<file path="config.mk">
export PLATFORM = sky130hd
export DESIGN_NAME = odev_uart_tx_flat
export DESIGN_NICKNAME = d
export VERILOG_FILES = /design/src/rtl/odev_uart_tx_if.sv /design/src/rtl/odev_uart_tx.sv /design/src/flat_wrapper.sv
export SDC_FILE = /design/constraint.sdc
export NUM_CORES = 1
export LEC_CHECK = 0
export ABC_AREA = 1
export CAP_MARGIN = 20
export CELL_PAD_IN_SITES_DETAIL_PLACEMENT = 1
export CELL_PAD_IN_SITES_GLOBAL_PLACEMENT = 2
export CORE_MARGIN = 2
export CORE_UTILIZATION = 35
export CTS_CLUSTER_SIZE = 20
export DETAILED_ROUTE_END_ITERATION = 6
export MAX_ROUTING_LAYER = met4
export PLACE_DENSITY = 0.77
export SETUP_SLACK_MARGIN = 0.3
export SLEW_MARGIN = 20
export SYNTH_ARGS = -nofsm -noshare
export SYNTH_HDL_FRONTEND = slang
export SYNTH_SLANG_ARGS = --single-unit
</file>
<file path="constraint.sdc">
create_clock -name clk -period 3.2 [get_ports clk]
set_clock_uncertainty 0.15 [all_clocks]
set_input_delay 0.64 -clock clk [delete_from_list [all_inputs] [get_ports clk]]
set_output_delay 0.64 -clock clk [all_outputs]
set_load 0.05 [all_outputs]
</file>
<file path="src/rtl/odev_uart_tx_if.sv">
// odev_uart_tx_if: write strobe/data from the odev0 decode plus serial line and FIFO status
interface odev_uart_tx_if #(parameter int CNT_W = 3);
  logic             wr_en;
  logic [7:0]       wr_data;
  logic             tx;
  logic             busy;
  logic             full;
  logic             empty;
  logic [CNT_W-1:0] fifo_count;
  logic             overflow;
  modport master (output wr_en, wr_data, input tx, busy, full, empty, fifo_count, overflow);
  modport slave  (input wr_en, wr_data, output tx, busy, full, empty, fifo_count, overflow);
endinterface

</file>
<file path="src/rtl/odev_uart_tx.sv">
// odev_uart_tx: FIFO-buffered 8N1 serial transmitter fed by CPU output device 0
module odev_uart_tx #(
  parameter int CLKS_PER_BIT = 16,
  parameter int FIFO_DEPTH   = 4,
  parameter int CNT_W        = 3
) (
  input logic clk,
  input logic rst,
  odev_uart_tx_if.slave bus
);
  localparam int AW = $clog2(FIFO_DEPTH);
  localparam int BW = $clog2(CLKS_PER_BIT);
  typedef enum logic [1:0] {IDLE, START, DATA, STOP} state_t;
  state_t           state_q, state_d;
  logic [7:0]       mem_q [FIFO_DEPTH];
  logic [AW-1:0]    wptr_q, rptr_q;
  logic [CNT_W-1:0] cnt_q, cnt_d;
  logic [7:0]       shift_q, shift_d;
  logic [2:0]       bit_q, bit_d;
  logic [BW-1:0]    baud_q, baud_d;
  logic             tx_q, tx_d, busy_q, ovf_q;
  logic             full, empty, push, pop, tick;
  assign full  = cnt_q == CNT_W'(FIFO_DEPTH);
  assign empty = cnt_q == '0;
  assign push  = bus.wr_en && !full;
  assign tick  = baud_q == BW'(CLKS_PER_BIT - 1);
  assign cnt_d = cnt_q + CNT_W'(push) - CNT_W'(pop);
  assign bus.tx         = tx_q;
  assign bus.busy       = busy_q;
  assign bus.full       = full;
  assign bus.empty      = empty;
  assign bus.fifo_count = cnt_q;
  assign bus.overflow   = ovf_q;
  // Frame sequencing: pop on leaving IDLE or STOP, shift LSB first, tx/busy follow the next state
  always_comb begin
    pop     = 1'b0;
    state_d = state_q;
    shift_d = shift_q;
    bit_d   = bit_q;
    baud_d  = (state_q == IDLE || tick) ? '0 : baud_q + BW'(1);
    case (state_q)
      IDLE: if (!empty) begin
        pop     = 1'b1;
        shift_d = mem_q[rptr_q];
        state_d = START;
      end
      START: if (tick) begin
        state_d = DATA;
        bit_d   = '0;
      end
      DATA: if (tick) begin
        shift_d = shift_q >> 1;
        bit_d   = bit_q + 3'd1;
        state_d = (bit_q == 3'd7) ? STOP : DATA;
      end
      STOP: if (tick) begin
        pop     = !empty;
        shift_d = empty ? shift_q : mem_q[rptr_q];
        state_d = empty ? IDLE : START;
      end
      default: state_d = IDLE;
    endcase
    tx_d = (state_d == START) ? 1'b0 : (state_d == DATA) ? shift_d[0] : 1'b1;
  end
  // Control and datapath registers; reset abandons any partial frame and empties the FIFO
  always_ff @(posedge clk or posedge rst) begin
    if (rst) begin
      state_q <= IDLE;
      wptr_q  <= '0;
      rptr_q  <= '0;
      cnt_q   <= '0;
      shift_q <= '0;
      bit_q   <= '0;
      baud_q  <= '0;
      tx_q    <= 1'b1;
      busy_q  <= 1'b0;
      ovf_q   <= 1'b0;
    end else begin
      state_q <= state_d;
      wptr_q  <= push ? wptr_q + AW'(1) : wptr_q;
      rptr_q  <= pop ? rptr_q + AW'(1) : rptr_q;
      cnt_q   <= cnt_d;
      shift_q <= shift_d;
      bit_q   <= bit_d;
      baud_q  <= baud_d;
      tx_q    <= tx_d;
      busy_q  <= state_d != IDLE;
      ovf_q   <= ovf_q | (bus.wr_en & full);
    end
  end
  // FIFO storage needs no reset: entries are only read after being written
  always_ff @(posedge clk) begin
    if (push) mem_q[wptr_q] <= bus.wr_data;
  end
endmodule

</file>
<file path="src/flat_wrapper.sv">
// flat-port wrapper written by rule: the top's interface ports become plain ports
module odev_uart_tx_flat 
#(
  parameter int CLKS_PER_BIT = 16,
  parameter int FIFO_DEPTH   = 4,
  parameter int CNT_W        = 3
)
  (clk, rst, bus_wr_en, bus_wr_data, bus_tx, bus_busy, bus_full, bus_empty, bus_fifo_count, bus_overflow);
  odev_uart_tx_if #(.CNT_W(CNT_W)) bus_i ();
  input logic clk;
  input logic rst;
  input wire logic [$bits(bus_i.wr_en)-1:0] bus_wr_en;
  input wire logic [$bits(bus_i.wr_data)-1:0] bus_wr_data;
  output wire logic [$bits(bus_i.tx)-1:0] bus_tx;
  output wire logic [$bits(bus_i.busy)-1:0] bus_busy;
  output wire logic [$bits(bus_i.full)-1:0] bus_full;
  output wire logic [$bits(bus_i.empty)-1:0] bus_empty;
  output wire logic [$bits(bus_i.fifo_count)-1:0] bus_fifo_count;
  output wire logic [$bits(bus_i.overflow)-1:0] bus_overflow;
  assign bus_i.wr_en = bus_wr_en;
  assign bus_i.wr_data = bus_wr_data;
  assign bus_tx = bus_i.tx;
  assign bus_busy = bus_i.busy;
  assign bus_full = bus_i.full;
  assign bus_empty = bus_i.empty;
  assign bus_fifo_count = bus_i.fifo_count;
  assign bus_overflow = bus_i.overflow;
  odev_uart_tx #(.CLKS_PER_BIT(CLKS_PER_BIT), .FIFO_DEPTH(FIFO_DEPTH), .CNT_W(CNT_W)) u_core (.clk(clk), .rst(rst), .bus(bus_i));
endmodule
</file>
==> metrics.txt, run 1 <==
row count 33; Post-CTS Resized 0; combinational family with the most area after synthesis simple AND/OR/NAND/NOR gates; mux share of post-synthesis cell area 0%; clock buffer depth 2; crit path cell chain nor3_2 -> clkdlybuf4s50_1; Post-CTS Hold Buffers 0; Synthesis Warnings 0; VDD IR-drop max 0.344 mV; Total Wirelength 6.43 mm; DIE WIDTH 95.0 um; Synth area leader edfxtp_1; XOR/XNOR Fraction of Synth Area 1.51%; Final WS setup 0.476 ns; top post-synthesis cells by count 68 x nand2_1, 44 x nor2_1, 35 x inv_1; DRT iter0 DRCs 56; Crit-path slowest cell clkdlybuf4s50_1; final critical-path required period 2.72 ns; startpoint type of the worst setup path register; antenna-violating nets left 0; sequential fraction of the synthesis area 56.5%; core area 8130 um2; outcome finished, final reports clean; normalized max-slew margin 56.7%; dpl cells 420; largest cells by area after synthesis edfxtp_1 33%, dfrtp_1 22%, nand2_1 8.8%; Pleak 1.53 nW; Max FO, Critical Path 5; Final Cycle Share 85.1%; max_cap viols 0; slew at the pin closest to its max-slew limit 0.648 ns; Final setup viols 0; mean routed wirelength per cell 14.8 um; Clock Latency Late Sink 0.34 ns; initial core utilization 35.7%; Post-synth EDFFs 32; FILL cells 920; Syn Inst Count 300; Top FF cell, synth edfxtp_1; TNS Setup 0 ns; top cell type's share of synthesized area 33.1%; antenna violations before repair 0; top-count cell post-synth nand2_1; library cells used by synthesis 35; Tot Pwr 3.23 mW; postcts setup bufs 0; Sink Count 59; cell area after synthesis 2900 um2; WP data arrival 1.93 ns; Synth Register Bits 59; I/O pin cnt 19; RD Place Congestion 0.805; largest net degree at the start of global routing 28; CTS tree yes; Mapped Nets 326; layout cells sized above 1 11.5%; Synth Area in Compound Gates 7.12%; Residual DRC 0; Final Max Slew Viols 0; Max Freq 367 MHz; vias per cell 4.72; Post-synth ARST share 45.8%; via count 2056; Hold WC Path Type reg2reg; CTS Buf Count 9; final hold slack 0.307 ns; clk root buf clkbuf_8; critical path type reg2out; antenna cells 0; total gr overflow 0; first-pass GRT wire length 11.1 mm; Worst-path clk slew 0.08 ns; RSZ-0062 raised after global routing no; vias in the first global route 2189; PortBufs 18; PD cells 951 nW/um2; Area Overhead vs Synth 17.3%; die area 9030 um2; simple-gate share of the synthesized area 21.1%; Cell Count, Final, Fillers Out 436; Pre-antenna DRT Iters 4; Worst EP required 2.41 ns; max incr delay on CP 0.85 ns; Final HPWL DP 4.48 mm; Die Height 95.0 um; Final #Nets 352; synthesized area per cell 9.67 um2; total track usage 16.9%; Adder-Cell Fraction of Synth Area 6.73%; CP Capture Type output pin; Fin. Hold Viols 0; pre-CTS WS 0.667 ns; H-tree depth reported by CTS 3
where the power goes:
part           switching (mW)  internal, mW
logic                   0.816         0.435
registers               0.214          1.04
clock network           0.355         0.373
total                    1.39          1.85
final timing paths:
| kind | from | endpoint | slack (ns) | cells past startpoint |
|---|---|---|---|---|
| worst min register to register | u_core.bus.overflow | u_core.bus.overflow | 0.31 | 1 |
| min in group asynchronous | rst | u_core.bus.fifo_count[1] | 0.51 | 3 |
| worst max register to register | u_core.state_q[1] | u_core.bus.fifo_count[2] | 0.69 | 10 |
| worst max-delay path | u_core.bus.fifo_count[1] | bus_full | 0.48 | 2 |
| max in group asynchronous | rst | u_core.bus.tx | 2.07 | 3 |
| worst min-delay path | u_core.bus.overflow | u_core.bus.overflow | 0.31 | 1 |
sequential cells by signal (all words and copies together), names as in the netlist:
| name | count |
|---|---|
| u_core.bus.fifo_count | 3 |
| u_core.bus.busy | 1 |
| u_core.shift_q | 8 |
| u_core.wptr_q | 2 |
| u_core.bit_q | 3 |
| u_core.rptr_q | 2 |
| u_core.bus.tx | 1 |
| u_core.baud_q | 4 |
| u_core.bus.overflow | 1 |
| u_core.state_q | 2 |
| u_core.mem_q | 32 |
cells by family after synthesis:
| group | after synthesis |
|---|---|
| AO/OA/AOI/OAI | 35 |
| XOR/XNOR | 5 |
| adder cells (fa/ha/maj) | 15 |
| buffers and inverters | 47 |
| flip-flops | 59 |
| AND/OR/NAND/NOR | 139 |
layer usage:
layer	part of all wire [%]	routed length [um]	track usage, %
met1	48	3100	22.1
met2	47	3050	25.9
met3	3.0	194	4.27
met4	1.4	88	5.80
met5	0	0	-
worst max-delay path, delay by kind of cell, from the launching register on:
family        cells  cell delay [ns]
flops             1             0.45
buf+inv           1             0.85
simple gates      1             0.28
metrics by stage:
| step | util (%) | area [um2] |
|---|---|---|
| finish | 41.8 | 3400 |
| global route | 41.8 | 3400 |
| CTS | 41.8 | 3400 |
| detailed placement | 39.3 | 3200 |
| global placement | 39.3 | 3200 |
| floorplan | - | 2910 |
area by class of cell:
class	instances	area, um2	area share [%]
multi-input combinational	194	1060	31.2
timing repair buffer	22	210	6.18
inverter	40	155	4.56
sequential	59	1640	48.1
tap	105	131	3.86
clock buffer	9	124	3.64
clock inverter	7	82.6	2.43
cell usage in the layout, fill, tap and decap left out, types with 2 or more instances in the layout:
| master | instances |
|---|---|
| inv_4 | 2 |
| o21ai_1 | 3 |
| nand3_2 | 3 |
| nand4_1 | 2 |
| edfxtp_1 | 32 |
| a21oi_1 | 4 |
| clkdlybuf4s50_1 | 18 |
| o21ai_2 | 2 |
| xor2_1 | 4 |
| clkinv_4 | 2 |
| inv_6 | 4 |
| o211ai_1 | 6 |
| inv_2 | 3 |
| buf_4 | 4 |
| o21ai_0 | 16 |
| ha_1 | 14 |
| nor2_1 | 44 |
| clkbuf_8 | 9 |
| dfrtp_1 | 26 |
| nand3_1 | 14 |
| inv_1 | 35 |
| nand2_1 | 68 |
(Power assumes the default switching activity.)
==> inputs of run 2 (changes only) <==
Settings changed: GPL_TIMING_DRIVEN from default to 0.
==> run 2 against run 1 <==
  * Critical path depth did not move
  * Critical path type unchanged
  * Total power up 2.7%
  * Sequential share of layout area fell by 0.58 points
  * First-iteration DRC count increased by 18%
  * Wire length shrank 4.8%
  * Final cell count rose by 0.69%
  * Via count decreased by 1.8%
  * Worst hold slack is essentially flat
==> metrics.txt, run 2 (synthesis results as in run 1) <==
outcome finished, final reports clean; CP Capture Type output pin; core area 8130 um2; H-tree depth reported by CTS 3; Final WS setup 0.489 ns; Largest Register u_core.mem_q; startpoint type of the worst setup path register; Pleak 1.54 nW; NetSw 1.37 mW; antenna cells 0; max_cap viols 0; PortBufs 18; RSZ-0062 raised after global routing no; vias in the first global route 2123; Final HPWL DP 4.36 mm; critical path type reg2out; DRT iter0 DRCs 66; Worst EP required 2.41 ns; die area 9030 um2; via count 2020; Fin. Hold Viols 0; Hold Path Origin u_core.bus.overflow; row count 33; r2r endpoint u_core.bus.fifo_count[2]; initial core utilization 35.7%; Max Freq 369 MHz; first-pass GRT wire length 10.6 mm; Pre-antenna DRT Iters 4; Reg2Reg Setup Slack 0.59 ns; Clock Latency Late Sink 0.34 ns; VDD IR-drop max 0.369 mV; Die Height 95.0 um; Final Cycle Share 84.7%; CTS Buf Count 9; most frequent cells in the layout 68 x nand2_1, 44 x nor2_1, 34 x inv_1; Max FO, Critical Path 5; DIE WIDTH 95.0 um; reg-to-reg startpoint u_core.state_q[1]; slew at the pin closest to its max-slew limit 0.788 ns; Post-CTS Resized 0; total track usage 16.4%; combinational power share 41.2%; Hold WC Path Type reg2reg; reg2reg path depth 11; Hold EP u_core.bus.overflow; mean routed wirelength per cell 13.9 um; Seq pwr share 35.6%; post-layout util 42.3%; normalized max-slew margin 47.3%; TNS Setup 0 ns; total gr overflow 0; Final setup viols 0; final critical-path required period 2.71 ns; clk root buf clkbuf_8; layout cells sized above 1 12.6%; crit path cell chain nor3_2 -> clkdlybuf4s50_1; sw frac 41.1%; max incr delay on CP 0.85 ns; pre-CTS WS 0.366 ns; postcts setup bufs 0; CTS tree yes; WP data arrival 1.92 ns; Residual DRC 0; clock buffer depth 2; Area Overhead vs Synth 18.7%; Final #Nets 355; Int Pwr 1.96 mW; antenna violations before repair 0; Hold Path Stages 1; RD Place Congestion 0.748; vias per cell 4.60; most common cell after layout, fill and taps aside nand2_1; antenna-violating nets left 0; Sink Count 59; Final Max Slew Viols 0; I/O pin cnt 19; max reg flops 32; largest net degree at the start of global routing 28; PD cells 965 nW/um2; Total Wirelength 6.12 mm; Post-CTS Hold Buffers 0; Crit-path slowest cell clkdlybuf4s50_1; Worst-path clk slew 0.07 ns; clock power share 23.2%; biggest regs u_core.mem_q (32), u_core.shift_q (8), u_core.baud_q (4)
==> run 2: routing by layer <==
layer / vias to the layer above / part of all wire [%] / GRT usage [%]
li1: 1032 / - / -
met1: 959 / 47 / 20.9
met2: 19 / 48 / 24.8
met3: 10 / 2.4 / 4.03
met4: 0 / 2.1 / 7.25
met5: - / 0 / -
==> run 2: area by class of cell <==
type / count / area (um2)
sequential: 59 / 1640
clock buffer: 9 / 124
buffer: 7 / 51.3
inverter: 40 / 155
timing repair buffer: 18 / 180
clock inverter: 7 / 103
fill: 928 / 4690
tap: 105 / 131
multi-input combinational: 194 / 1060
==> run 2: worst max path at each step <==
| stage | from | end | slack, ns | cells after the start |
|---|---|---|---|---|
| floorplan | u_core.bus.fifo_count[2] | u_core.bus.fifo_count[2] | 0.42 | 6 |
| global placement | bus_wr_en | u_core.mem_q[2][6] | 0.38 | 5 |
| detailed placement | bus_wr_en | u_core.mem_q[2][3] | 0.37 | 5 |
| CTS | u_core.bus.fifo_count[1] | bus_full | 0.44 | 2 |
| global route | u_core.bus.fifo_count[1] | bus_full | 0.39 | 2 |
| finish | u_core.bus.fifo_count[1] | bus_full | 0.49 | 2 |
==> run 2: critical path, delay by kind of cell, from the launching register on <==
kind | cells | cell delay (ns)
DFF | 1 | 0.45
and+or+nand+nor | 1 | 0.27
buffers and inverters | 1 | 0.85
==> run 2: stage by stage <==
stage	power [mW]	hold slack (ns)	area [um2]	instances
after floorplan	2.18	0.281	2910	300
after global placement	2.55	0.292	3220	423
after detailed placement	2.60	0.297	3220	423
after CTS	3.37	0.312	3440	439
after global routing	3.60	0.335	3440	439
final	3.32	0.308	3440	439
==> run 2: power groups by stage <==
| stage | logic (mW) | clock network [mW] | registers (mW) |
|---|---|---|---|
| final | 1.37 | 0.772 | 1.18 |
| after global routing | 1.56 | 0.824 | 1.22 |
| after floorplan | 0.883 | 0 | 1.30 |
| after detailed placement | 1.40 | 0 | 1.20 |
| after global placement | 1.36 | 0 | 1.19 |
| after CTS | 1.40 | 0.788 | 1.19 |
==> inputs of run 3 (changes only) <==
Clock period 3.2 ns to 2.75 ns, I/O delays scaled along.
==> run 3 against run 2 <==
  * Combinational power rose by 20%
  * Critical path type is now reg2reg
  * Sequential power rose by 18%
  * Wire length rose by 2.6%
  * Final cell count rose by 0.68%
  * First-iteration DRC count fell by 12%
  * Non-clock buffer count rose by 3
  * Clock-buffer cell count did not move
  * Core utilization rose by 0.62 points
  * Register-to-register slack got worse by 0.21 ns
  * Global-route usage rose by 0.23 points
==> metrics.txt, run 3 (synthesis results as in run 1) <==
outcome finished, final reports clean; Area Overhead vs Synth 20.4%; final critical-path required period 2.37 ns; reg-to-reg startpoint u_core.state_q[0]; Clock Latency Late Sink 0.35 ns; Final HPWL DP 4.37 mm; vias per cell 4.66; VDD IR-drop max 0.507 mV; Die Height 95.0 um; dpl cells 423; Cell Count, Final, Fillers Out 442; Sink Count 59; Hold WC Path Type reg2reg; PD cells 1110 nW/um2; antenna cells 0; NetSw 1.66 mW; Seq pwr share 35.7%; RD Place Congestion 0.767; critical path type reg2reg; most common cell after layout, fill and taps aside nand2_1; clk root buf clkbuf_8; RSZ-0062 raised after global routing yes; via count 2059; Largest Register u_core.mem_q; total gr overflow 0; FILL cells 906; Int Pwr 2.23 mW; slew at the pin closest to its max-slew limit 0.803 ns; Hold Path Origin u_core.bus.overflow; Worst-path clk slew 0.08 ns; PortBufs 18; DRT iter0 DRCs 58; CTS tree yes; Worst EP required 2.82 ns; Pleak 1.57 nW; Max Freq 421 MHz; initial core utilization 35.7%; WP data arrival 2.45 ns; clock buffer depth 2; Residual DRC 0; antenna-violating nets left 0; I/O pin cnt 19; max reg flops 32; H-tree depth reported by CTS 3; max_cap viols 0; clock power share 21.9%; Final Cycle Share 86.3%; Max FO, Critical Path 5; most frequent cells in the layout 68 x nand2_1, 44 x nor2_1, 33 x inv_1; biggest regs u_core.mem_q (32), u_core.shift_q (8), u_core.baud_q (4); combinational power share 42.5%; Post-CTS Hold Buffers 0; antenna violations before repair 0; Placed Area 3230 um2; Pre-antenna DRT Iters 4; row count 33; crit path cell chain ha_2 -> nand4_1 -> nand2_4 -> nand3_4 -> inv_1 -> ha_1 -> inv_1 -> ha_1 -> fa_1 -> xor2_1; core area 8130 um2; CP Capture Type register; Setup crit start u_core.state_q[0]; vias in the first global route 2174; Final Max Slew Viols 0; DIE WIDTH 95.0 um; die area 9030 um2; Final setup viols 0; first-pass GRT wire length 10.8 mm; Final #Nets 358; Crit-path slowest cell dfrtp_2; Fin. Hold Viols 0; layout cells sized above 1 15.7%; total track usage 16.6%; startpoint type of the worst setup path register; sw frac 42.6%; mean routed wirelength per cell 14.2 um; cell area after layout 3490 um2; normalized max-slew margin 46.3%; CTS Buf Count 9; largest net degree at the start of global routing 28; Total Wirelength 6.28 mm; max incr delay on CP 0.44 ns
## run 3: changes by cell type in the layout (fill, tap and decap cells not counted), moves of 3 or more
cell and change:
clkdlybuf4s50_1 -3, buf_4 +3, ha_1 -3, dfrtp_2 +3
dfrtp_1 -3
## run 3: critical path: cells and delay by family, from the launching register on
| kind | cells | cell delay (ns) |
|---|---|---|
| flops | 1 | 0.44 |
| simple gates | 3 | 0.35 |
| xor+xnor | 1 | 0.17 |
| fa+ha+maj | 4 | 1.05 |
| buf+inv | 2 | 0.09 |
## run 3: routing by layer
metal | track usage (%) | wire length [um] | share of wire [%] | vias up
li1 | - | - | - | 1040
met1 | 21.6 | 2970 | 47 | 981
met2 | 25.3 | 2970 | 47 | 25
met3 | 3.79 | 232 | 3.7 | 13
met4 | 6.52 | 106 | 1.7 | 0
met5 | - | 0 | 0 | -
## run 3: final timing paths
check,to,slack (ns),cells past startpoint
max,u_core.bus.fifo_count[2],0.38,10
min,u_core.bus.overflow,0.33,1
max in group asynchronous,u_core.state_q[0],1.57,2
max reg2reg,u_core.bus.fifo_count[2],0.38,10
min reg2reg,u_core.bus.overflow,0.33,1
min in group asynchronous,u_core.bus.fifo_count[1],0.44,2
## run 3: power groups by stage
stage	combinational, mW	clock [mW]	sequential, mW
2_1_floorplan	1.03	0	1.52
3_3_place_gp	1.59	0	1.40
3_5_place_dp	1.63	0	1.41
4_1_cts	1.63	0.867	1.39
5_1_grt	1.89	0.908	1.42
6_report	1.65	0.849	1.39
## run 3: repair_timing
| item | 4_1_cts | 5_1_grt |
|---|---|---|
| setup endpoints to repair | 4 | 35 |
| pin swaps | 0 | 1 |
| setup buffers | 0 | 3 |
| resized for setup | 3 | 8 |
## run 3: through the flow
step | util [%] | power, mW | setup WS [ns] | hold WS [ns] | setup TNS, ns
2_1_floorplan | - | 2.56 | 0.294 | 0.281 | 0
3_3_place_gp | 39.7 | 2.99 | -0.0110 | 0.290 | -0.0853
3_5_place_dp | 39.7 | 3.04 | -0.0192 | 0.322 | -0.150
4_1_cts | 42.3 | 3.89 | 0.177 | 0.333 | 0
5_1_grt | 42.9 | 4.22 | 0.231 | 0.359 | 0
6_report | 42.9 | 3.89 | 0.376 | 0.334 | 0
## run 3: area by class of cell
type,instances,area [um2],area share (%)
plain buffers,7,51.3,1.47
clock buffers,9,124,3.55
clock inverters,7,85.1,2.44
inverters,40,155,4.44
multi-input cells,194,1100,31.6
flip-flops and latches,59,1640,47.0
well taps,105,131,3.76
repair buffers,21,203,5.80
